**src/rtl/spike_rate_classifier_pkg.sv**
```systemverilog
// Shared defaults and FSM state encoding for the spike-rate classifier.
package spike_rate_classifier_pkg;

    localparam int unsigned NEURONS_DEF   = 4;
    localparam int unsigned TIMESTEPS_DEF = 32;
    localparam int unsigned CNT_W_DEF     = 6;

    typedef enum logic [1:0] {
        ST_IDLE  = 2'd0,
        ST_ACCUM = 2'd1,
        ST_SCAN  = 2'd2,
        ST_DONE  = 2'd3
    } state_e;

endpackage

```
**src/rtl/spike_rate_classifier_sat_counter.sv**
```systemverilog
// Saturating up-counter with synchronous clear; clear has priority over increment.
module sat_counter
    import spike_rate_classifier_pkg::*;
#(
    parameter int unsigned CNT_W = CNT_W_DEF
) (
    input  logic             clk,
    input  logic             rst_n,
    input  logic             clr,
    input  logic             inc,
    output logic [CNT_W-1:0] count
);

    logic [CNT_W-1:0] count_q, count_d;

    always_comb begin
        count_d = count_q;
        if (clr) begin
            count_d = '0;
        end else if (inc && (count_q != '1)) begin
            count_d = count_q + 1'b1;
        end
    end

    always_ff @(posedge clk or negedge rst_n) begin
        if (!rst_n) begin
            count_q <= '0;
        end else begin
            count_q <= count_d;
        end
    end

    assign count = count_q;

endmodule

```
**src/rtl/spike_rate_classifier.sv**
```systemverilog
// Counts per-neuron spikes over a window of ce-qualified timesteps, then picks the
// winning class with a one-neuron-per-cycle argmax and holds the result.
module spike_rate_classifier
    import spike_rate_classifier_pkg::*;
#(
    parameter int unsigned NEURONS   = NEURONS_DEF,
    parameter int unsigned TIMESTEPS = TIMESTEPS_DEF,
    parameter int unsigned CNT_W     = CNT_W_DEF,
    parameter int unsigned IDX_W     = 2
) (
    input  logic               clk,
    input  logic               rst_n,
    input  logic               ce,
    input  logic               start,
    input  logic [NEURONS-1:0] spike_in,
    output logic               busy,
    output logic               class_valid,
    output logic [IDX_W-1:0]   class_out,
    output logic [CNT_W-1:0]   max_count,
    output logic               no_spike
);

    localparam int unsigned STEP_W = (TIMESTEPS > 1) ? $clog2(TIMESTEPS) : 1;
    localparam logic [STEP_W-1:0] STEP_LAST = STEP_W'(TIMESTEPS - 1);
    localparam logic [IDX_W-1:0]  SCAN_LAST = IDX_W'(NEURONS - 1);

    state_e             state_q, state_d;
    logic [STEP_W-1:0]  step_q, step_d;
    logic [IDX_W-1:0]   scan_q, scan_d;
    logic [CNT_W-1:0]   best_q, best_d;
    logic [IDX_W-1:0]   best_idx_q, best_idx_d;
    logic               busy_q, busy_d;
    logic               valid_q, valid_d;
    logic [IDX_W-1:0]   class_q, class_d;
    logic [CNT_W-1:0]   maxc_q, maxc_d;
    logic               nospk_q, nospk_d;

    logic               clr_cnt;
    logic [CNT_W-1:0]   cnt [NEURONS];
    logic [CNT_W-1:0]   cur_cnt;
    logic [CNT_W-1:0]   cand_best;
    logic [IDX_W-1:0]   cand_idx;

    for (genvar i = 0; i < NEURONS; i++) begin : g_cnt
        sat_counter #(.CNT_W(CNT_W)) u_cnt (
            .clk   (clk),
            .rst_n (rst_n),
            .clr   (clr_cnt),
            .inc   ((state_q == ST_ACCUM) && ce && spike_in[i]),
            .count (cnt[i])
        );
    end

    always_comb begin
        state_d    = state_q;
        step_d     = step_q;
        scan_d     = scan_q;
        best_d     = best_q;
        best_idx_d = best_idx_q;
        class_d    = class_q;
        maxc_d     = maxc_q;
        nospk_d    = nospk_q;
        clr_cnt    = 1'b0;
        cur_cnt    = cnt[scan_q];
        cand_best  = best_q;
        cand_idx   = best_idx_q;

        // Strict '>' keeps the earlier (lower) index on ties; slot 0 seeds the running best.
        if (scan_q == '0 || cur_cnt > best_q) begin
            cand_best = cur_cnt;
            cand_idx  = scan_q;
        end

        case (state_q)
            ST_IDLE, ST_DONE: begin
                if (start) begin
                    state_d = ST_ACCUM;
                    step_d  = '0;
                    clr_cnt = 1'b1;
                end
            end
            ST_ACCUM: begin
                if (ce) begin
                    if (step_q == STEP_LAST) begin
                        state_d = ST_SCAN;
                        scan_d  = '0;
                    end else begin
                        step_d = step_q + 1'b1;
                    end
                end
            end
            ST_SCAN: begin
                best_d     = cand_best;
                best_idx_d = cand_idx;
                if (scan_q == SCAN_LAST) begin
                    state_d = ST_DONE;
                    class_d = cand_idx;
                    maxc_d  = cand_best;
                    nospk_d = (cand_best == '0);
                end else begin
                    scan_d = scan_q + 1'b1;
                end
            end
            default: state_d = ST_IDLE;
        endcase

        busy_d  = (state_d == ST_ACCUM) || (state_d == ST_SCAN);
        valid_d = (state_d == ST_DONE);
    end

    always_ff @(posedge clk or negedge rst_n) begin
        if (!rst_n) begin
            state_q    <= ST_IDLE;
            step_q     <= '0;
            scan_q     <= '0;
            best_q     <= '0;
            best_idx_q <= '0;
            busy_q     <= 1'b0;
            valid_q    <= 1'b0;
            class_q    <= '0;
            maxc_q     <= '0;
            nospk_q    <= 1'b0;
        end else begin
            state_q    <= state_d;
            step_q     <= step_d;
            scan_q     <= scan_d;
            best_q     <= best_d;
            best_idx_q <= best_idx_d;
            busy_q     <= busy_d;
            valid_q    <= valid_d;
            class_q    <= class_d;
            maxc_q     <= maxc_d;
            nospk_q    <= nospk_d;
        end
    end

    assign busy        = busy_q;
    assign class_valid = valid_q;
    assign class_out   = class_q;
    assign max_count   = maxc_q;
    assign no_spike    = nospk_q;

endmodule

```
**config.mk**
```make
export PLATFORM = sky130hd
export DESIGN_NAME = spike_rate_classifier
export DESIGN_NICKNAME = d
export VERILOG_FILES = /design/src/rtl/spike_rate_classifier_pkg.sv /design/src/rtl/spike_rate_classifier_sat_counter.sv /design/src/rtl/spike_rate_classifier.sv
export SDC_FILE = /design/constraint.sdc
export NUM_CORES = 1
export LEC_CHECK = 0
export BUFFER_PORTS_ARGS = -buffer_cell sky130_fd_sc_hd__buf_4
export CAP_MARGIN = 30
export CORE_UTILIZATION = 30
export DETAILED_ROUTE_END_ITERATION = 6
export SLEW_MARGIN = 15
export SYNTH_ARGS = -nofsm -noshare
export SYNTH_HDL_FRONTEND = slang
export SYNTH_SLANG_ARGS = --single-unit
```
**constraint.sdc**
```tcl
create_clock -name clk -period 4.1 [get_ports clk]
set_input_delay 0.205 -clock clk [delete_from_list [all_inputs] [get_ports clk]]
set_output_delay 0.205 -clock clk [all_outputs]
set_load 0.005 [all_outputs]
```
==> run metrics, run 1 <==
Sinks on Clock Net=52; register share of total power=0.463; worst stage delay on the critical path=0.70 ns; clock network fraction of design power=0.275; WL per Instance=13.46 um; clock transition at the registers of the reported paths=0.10 ns; hold-fix buffer count after cts=1; Post-Synthesis Net Count=291; remaining number of nets flagged by the antenna check after routing=0; number of cell rows=35; most frequent cell after synthesis=sky130_fd_sc_hd__dfrtp_1; clk buf depth=2; clock tree from TritonCTS=done; yosys synthesis warning count=0; drt pass-1 iters=4; net count of the finished layout=308; number of distinct library cells after synthesis=42; type of the setup path with the least slack=flip-flop to flip-flop; final worst path period share=0.8210; worst slew margin relative to its limit=0.4988; global-route usage over all layers=0.1222; total grt overflow=0; pin count of the biggest net entering global routing=53; initial standard-cell utilization of the core=0.3087; cell chosen for the clock root=sky130_fd_sc_hd__clkbuf_8; launching element type of the critical path=flip-flop; top cells by count, synth=52 x sky130_fd_sc_hd__dfrtp_1, 33 x sky130_fd_sc_hd__nor2_1, 18 x sky130_fd_sc_hd__nand2_1; vias=1989; crit path cell chain=mux4_1, ha_1, and4_1, o21ai_0, a32oi_2, o21ai_2, mux2_2; synthesized area per cell=10.72 sq um; I/O pin cnt=19; met1 wire length=2.774 mm; Internal=0.9170 mW; antenna diode count=0; Post-CTS Resized=0; met3 wire length=193 um; layout cell share with drive strength beyond 1=0.1479; P_leak=1.500 nW; largest cells by area after synthesis=sky130_fd_sc_hd__dfrtp_1 46%, sky130_fd_sc_hd__ha_1 7.5%, sky130_fd_sc_hd__nor2_1 4.3%, sky130_fd_sc_hd__mux4_1 3.7%, sky130_fd_sc_hd__xnor2_1 3.4%; Met2 Wirelength=2.546 mm; outcome=finished clean; Fin Clk Skew=0.01374 ns; Final Wtd Congestion=0.7986; net switching power=0.4509 mW; achievable frequency=0.2971 GHz; power per standard cell area=421.8 nW/um^2; EDFF count, synth=0; Post-Route Utilization=0.3510; area of the mapped netlist=2853 sq um; critical-path maximum fanout=17; area enclosed by the die boundary=9903 sq um; number of pins exceeding their max-slew limit in the final report=0; RSZ-0062 raised after global routing=no; dominant cell type by area after synthesis=sky130_fd_sc_hd__dfrtp_1; highest metal used=met4; worst IR drop on VDD=0.1446 mV; Worst EP arrival=3.57 ns; Detail Placement HPWL=3.994 mm; slew of the pin with the lowest slew margin=0.7519 ns; wire length of the first global-routing pass=9.549 mm; average vias per placed instance=4.816; portion of the post-synthesis area used by sequential elements=0.4561; latest clock arrival within the worst-skew pair=0.31 ns; switching share of total power=0.3296; kind of capture point of the worst setup path=flip-flop; cells after synthesis=266; H-tree lvl count=2; number of storage elements in the synthesis netlist=52; Comb power frac=0.262; post-route minimum period=3.366 ns; R2R Setup Slk=0.73 ns; total DRC errors in the routed layout=0; share of the synthesized area in the top cell type=0.4561; vias in the first global route=1918; Hold Fails Final Rpt=0; 1st-iter DRT viols=73; WL final=5.560 mm; required time of the worst setup path=4.31 ns; number of clock buffers inserted by TritonCTS=5; FFs w/ async S/R, synth=1.000; Total Negative Setup Slacks=0 ns; primary flip-flop cell chosen by synthesis mapping=sky130_fd_sc_hd__dfrtp_1; number of buffers added on ports=18; path category of the worst min-delay check=input pin to flip-flop; core footprint=9240 sq um; die height=99.52 um; horizontal die dimension=99.52 um; cell with the largest stage delay on the worst path=sky130_fd_sc_hd__mux4_1; initial antenna violation count=0; number of max-cap violations=0; P&R area growth vs syn=13.68%; setup repair bufs after CTS=0; final setup violation count=0
## flip-flops by register name (all words and copies together) (netlist names)
name	flops
max_count	6
scan_q	2
best_idx_q	2
busy	1
class_out	2
step_q	5
state_q	2
g_cnt.u_cnt.count	24
class_valid	1
best_q	6
no_spike	1
## power groups by stage
stage | Sequential [mW] | Combinational, mW | Clock (mW)
6_report | 0.633 | 0.358 | 0.376
5_1_grt | 0.644 | 0.405 | 0.409
4_1_cts | 0.634 | 0.361 | 0.390
3_5_place_dp | 0.644 | 0.359 | 0
3_3_place_gp | 0.642 | 0.353 | 0
2_1_floorplan | 0.624 | 0.270 | 0
## metal layers
layer / vias to the layer above / GRT usage
li1: 985 / -
met1: 958 / 0.1703
met2: 39 / 0.1918
met3: 7 / 0.02811
met4: 0 / 0.03054
met5: - / 0
## layout by cell type, fill, tap and decap left out, types with 5 or more instances in the layout
cell type / netlist / layout
sky130_fd_sc_hd__nor2_1: 33 / 33
sky130_fd_sc_hd__nand2_1: 18 / 18
sky130_fd_sc_hd__xor2_1: 11 / 11
sky130_fd_sc_hd__clkbuf_8: 0 / 6
sky130_fd_sc_hd__ha_1: 17 / 17
sky130_fd_sc_hd__and4_1: 5 / 5
sky130_fd_sc_hd__and2_1: 7 / 7
sky130_fd_sc_hd__buf_4: 0 / 19
sky130_fd_sc_hd__inv_1: 12 / 12
sky130_fd_sc_hd__dfrtp_1: 52 / 52
sky130_fd_sc_hd__mux2i_1: 5 / 5
sky130_fd_sc_hd__o21ai_0: 10 / 10
sky130_fd_sc_hd__mux2_2: 8 / 8
sky130_fd_sc_hd__nand3_1: 8 / 8
sky130_fd_sc_hd__xnor2_1: 11 / 11
sky130_fd_sc_hd__o31a_1: 6 / 6
sky130_fd_sc_hd__a21oi_1: 9 / 9
## path summary, 6_finish.rpt
path                                                start                                  end  cells after the start
worst max-delay path                scan_q[0]$_DFFE_PN0P_                best_q[3]$_DFFE_PN0P_                      7
worst min-delay path                                start                 state_q[1]$_DFF_PN0_                      4
worst max register to register      scan_q[0]$_DFFE_PN0P_                best_q[3]$_DFFE_PN0P_                      7
worst min register to register  best_idx_q[1]$_DFFE_PN0P_            best_idx_q[1]$_DFFE_PN0P_                      1
max in group asynchronous                           rst_n  g_cnt[3].u_cnt.count[3]$_DFFE_PN0P_                      2
min in group asynchronous                           rst_n             max_count[5]$_DFFE_PN0P_                      2
## area by class of cell
class | instances | area, sq um
Inverter | 12 | 45.04
Multi-Input combinational cell | 192 | 1461
Tap cell | 129 | 161.4
Timing Repair Buffer | 20 | 152.6
Clock buffer | 6 | 82.58
Fill cell | 919 | 5997
Clock inverter | 2 | 38.79
Sequential cell | 52 | 1301
## critical path, delay by kind of cell, from the launching register on
family | cells | cell delay [ns]
DFF | 1 | 0.63
AOI/OAI and AO/OA | 3 | 1.01
muxes | 2 | 1.04
and+or+nand+nor | 1 | 0.22
adders and majority gates | 1 | 0.35
## logic make-up (layout without fill, tap and decap cells)
group | after synthesis | in the layout | synth area share
flops | 52 | 52 | 0.4561
fa+ha+maj | 17 | 17 | 0.07456
xor+xnor | 22 | 22 | 0.06754
buf+inv | 22 | 40 | 0.03158
simple gates | 90 | 90 | 0.1588
compound gates | 44 | 44 | 0.1097
mux | 19 | 19 | 0.1018
## through the flow
step / setup WS, ns / cell area [sq um] / hold slack [ns] / total power, mW / instances
finish: 0.7341 / 3243 / 0.3183 / 1.368 / 413
global route: 0.5613 / 3243 / 0.3469 / 1.458 / 413
CTS: 0.7408 / 3243 / 0.3078 / 1.385 / 413
detailed placement: 0.7628 / 3112 / 0.2921 / 1.003 / 404
global placement: 0.8531 / 3112 / 0.2840 / 0.9944 / 404
floorplan: 1.292 / 2853 / -0.09059 / 0.8937 / 266
Power figures use the tool's default switching activity.
==> run 2, diff against run 1 <==
Clock period 4.1 ns to 2.8 ns, I/O delays scaled along.
==> run metrics, run 2 (same netlist as run 1, synthesis figures left out) <==
kind of capture point of the worst setup path=flip-flop; net switching power=0.6933 mW; number of buffers added on ports=18; achievable frequency=0.3724 GHz; type of the setup path with the least slack=flip-flop to flip-flop; clock tree from TritonCTS=done; Internal=1.307 mW; drt pass-1 iters=4; required time of the worst setup path=3.01 ns; remaining number of nets flagged by the antenna check after routing=0; wire length of the first global-routing pass=9.756 mm; final setup violation count=0; initial standard-cell utilization of the core=0.3087; clock transition at the registers of the reported paths=0.10 ns; 1st-iter DRT viols=96; number of cell rows=35; hold worst-path end=state_q[1]$_DFF_PN0_; total grt overflow=0; post-route minimum period=2.686 ns; Sinks on Clock Net=52; worst IR drop on VDD=0.2498 mV; final setup slack of the worst path=0.1144 ns; Final Wtd Congestion=0.8192; pin count of the biggest net entering global routing=53; P_leak=1.562 nW; initial antenna violation count=0; total DRC errors in the routed layout=0; R2R Path Start=scan_q[0]$_DFFE_PN0P_; hold path startpoint=start; area enclosed by the die boundary=9903 sq um; cell chosen for the clock root=sky130_fd_sc_hd__clkbuf_8; net count of the finished layout=325; count of cells along the worst hold path=4; clock network fraction of design power=0.216; worst slack at placement=-0.01671 ns; slew of the pin with the lowest slew margin=0.6576 ns; horizontal die dimension=99.52 um; R2R Setup Slk=0.11 ns; number of pins exceeding their max-slew limit in the final report=0; family with the most delay on the worst path=compound AO/OA/AOI/OAI gates; worst stage delay on the critical path=0.54 ns; I/O pin cnt=19; leading cell type in the layout, fill and taps excluded=sky130_fd_sc_hd__dfrtp_1; Worst EP arrival=2.90 ns; P&R area growth vs syn=17.85%; launching element type of the critical path=flip-flop; H-tree lvl count=2; Post-Route Utilization=0.3638; average vias per placed instance=4.690; number of max-cap violations=0; Detail Placement HPWL=4.156 mm; core footprint=9240 sq um; vias=2012; Total Negative Setup Slacks=0 ns; antenna diode count=0; global-route usage over all layers=0.1242; critical-path maximum fanout=7; Largest register FFs=24; die height=99.52 um; Fin Clk Skew=0.01490 ns; vias in the first global route=1965; register share of total power=0.464; outcome=finished clean; WL per Instance=13.49 um; cell with the largest stage delay on the worst path=sky130_fd_sc_hd__mux4_2; buffers and inverters on the worst path=2; Hold Fails Final Rpt=0; number of clock buffers inserted by TritonCTS=5; latest clock arrival within the worst-skew pair=0.32 ns; crit path cell chain=buf_6, mux4_2, ha_4, and4_4, o21ai_2, a32oi_4, buf_4, nor3_1, a221o_2; path category of the worst min-delay check=input pin to flip-flop; power per standard cell area=595.1 nW/um^2; final worst path period share=0.9591; clk buf depth=2; Comb power frac=0.320; WL final=5.788 mm; r2r endpoint=no_spike$_DFFE_PN0P_; Worst Reg2Reg Path Length in Cells=9; worst slew margin relative to its limit=0.5616; switching share of total power=0.3465; layout cell share with drive strength beyond 1=0.2133; top library cells by usage in the layout, fill and taps aside=51 x sky130_fd_sc_hd__dfrtp_1, 34 x sky130_fd_sc_hd__buf_4, 33 x sky130_fd_sc_hd__nor2_1, 18 x sky130_fd_sc_hd__nand2_1, 16 x sky130_fd_sc_hd__ha_1
run 2: cell type report:
class / instances / area, sq um
clock buffer: 5 / 68.82
clock inverter: 2 / 12.51
fill: 927 / 5878
inverter: 12 / 45.04
multi-input combinational: 192 / 1484
sequential: 52 / 1303
tap: 129 / 161.4
timing repair buffer: 37 / 287.8
run 2: stage by stage:
step / cells / hold WS, ns / instance area, sq um / power, mW
after floorplan: 266 / -0.1556 / 2854 / 1.312
after global placement: 417 / 0.2180 / 3209 / 1.496
after detailed placement: 417 / 0.2192 / 3209 / 1.508
after CTS: 425 / 0.2355 / 3302 / 1.944
after global routing: 429 / 0.2838 / 3362 / 2.132
final: 429 / 0.2473 / 3362 / 2.001
run 2: worst reg2reg max path, cell delays in order (launching register included):
cell	delay, ns
sky130_fd_sc_hd__dfrtp_2	0.46
sky130_fd_sc_hd__buf_6	0.13
sky130_fd_sc_hd__mux4_2	0.54
sky130_fd_sc_hd__ha_4	0.28
sky130_fd_sc_hd__and4_4	0.23
sky130_fd_sc_hd__o21ai_2	0.08
sky130_fd_sc_hd__a32oi_4	0.30
sky130_fd_sc_hd__buf_4	0.21
sky130_fd_sc_hd__nor3_1	0.06
sky130_fd_sc_hd__a221o_2	0.31
run 2: repair_timing:
item                                    4_1_cts  5_1_grt
buffers inserted                              0        4
endpoints found under the hold margin        52        0
hold buffers                                  1        0
pin swaps                                     0        2
gates resized for setup                       1        9
endpoints found under the setup margin        4       13
run 2: how the worst max path moves through the flow:
stage | endpoint | start | depth (start not counted) | slack [ns]
3_3_place_gp | no_spike$_DFFE_PN0P_ | scan_q[0]$_DFFE_PN0P_ | 8 | 0.08
2_1_floorplan | no_spike$_DFFE_PN0P_ | scan_q[0]$_DFFE_PN0P_ | 9 | 0.04
6_report | no_spike$_DFFE_PN0P_ | scan_q[0]$_DFFE_PN0P_ | 9 | 0.11
5_1_grt | max_count[1]$_DFFE_PN0P_ | scan_q[0]$_DFFE_PN0P_ | 10 | -0.02
4_1_cts | no_spike$_DFFE_PN0P_ | scan_q[0]$_DFFE_PN0P_ | 8 | 0.06
3_5_place_dp | no_spike$_DFFE_PN0P_ | scan_q[0]$_DFFE_PN0P_ | 8 | -0.02
run 2: layer usage:
| layer | vias to the layer above | share of wire | GRT usage |
|---|---|---|---|
| li1 | 1013 | - | - |
| met1 | 966 | 0.49 | 0.1628 |
| met2 | 26 | 0.48 | 0.2078 |
| met3 | 7 | 0.023 | 0.02881 |
| met4 | 0 | 0.012 | 0.03054 |
| met5 | - | 0 | 0 |
run 2: power by group through the flow:
stage | Combinational [mW] | Clock, mW | Sequential, mW
3_5_place_dp | 0.567 | 0 | 0.941
6_report | 0.639 | 0.433 | 0.928
2_1_floorplan | 0.398 | 0 | 0.914
3_3_place_gp | 0.555 | 0 | 0.941
5_1_grt | 0.716 | 0.474 | 0.942
4_1_cts | 0.569 | 0.446 | 0.929
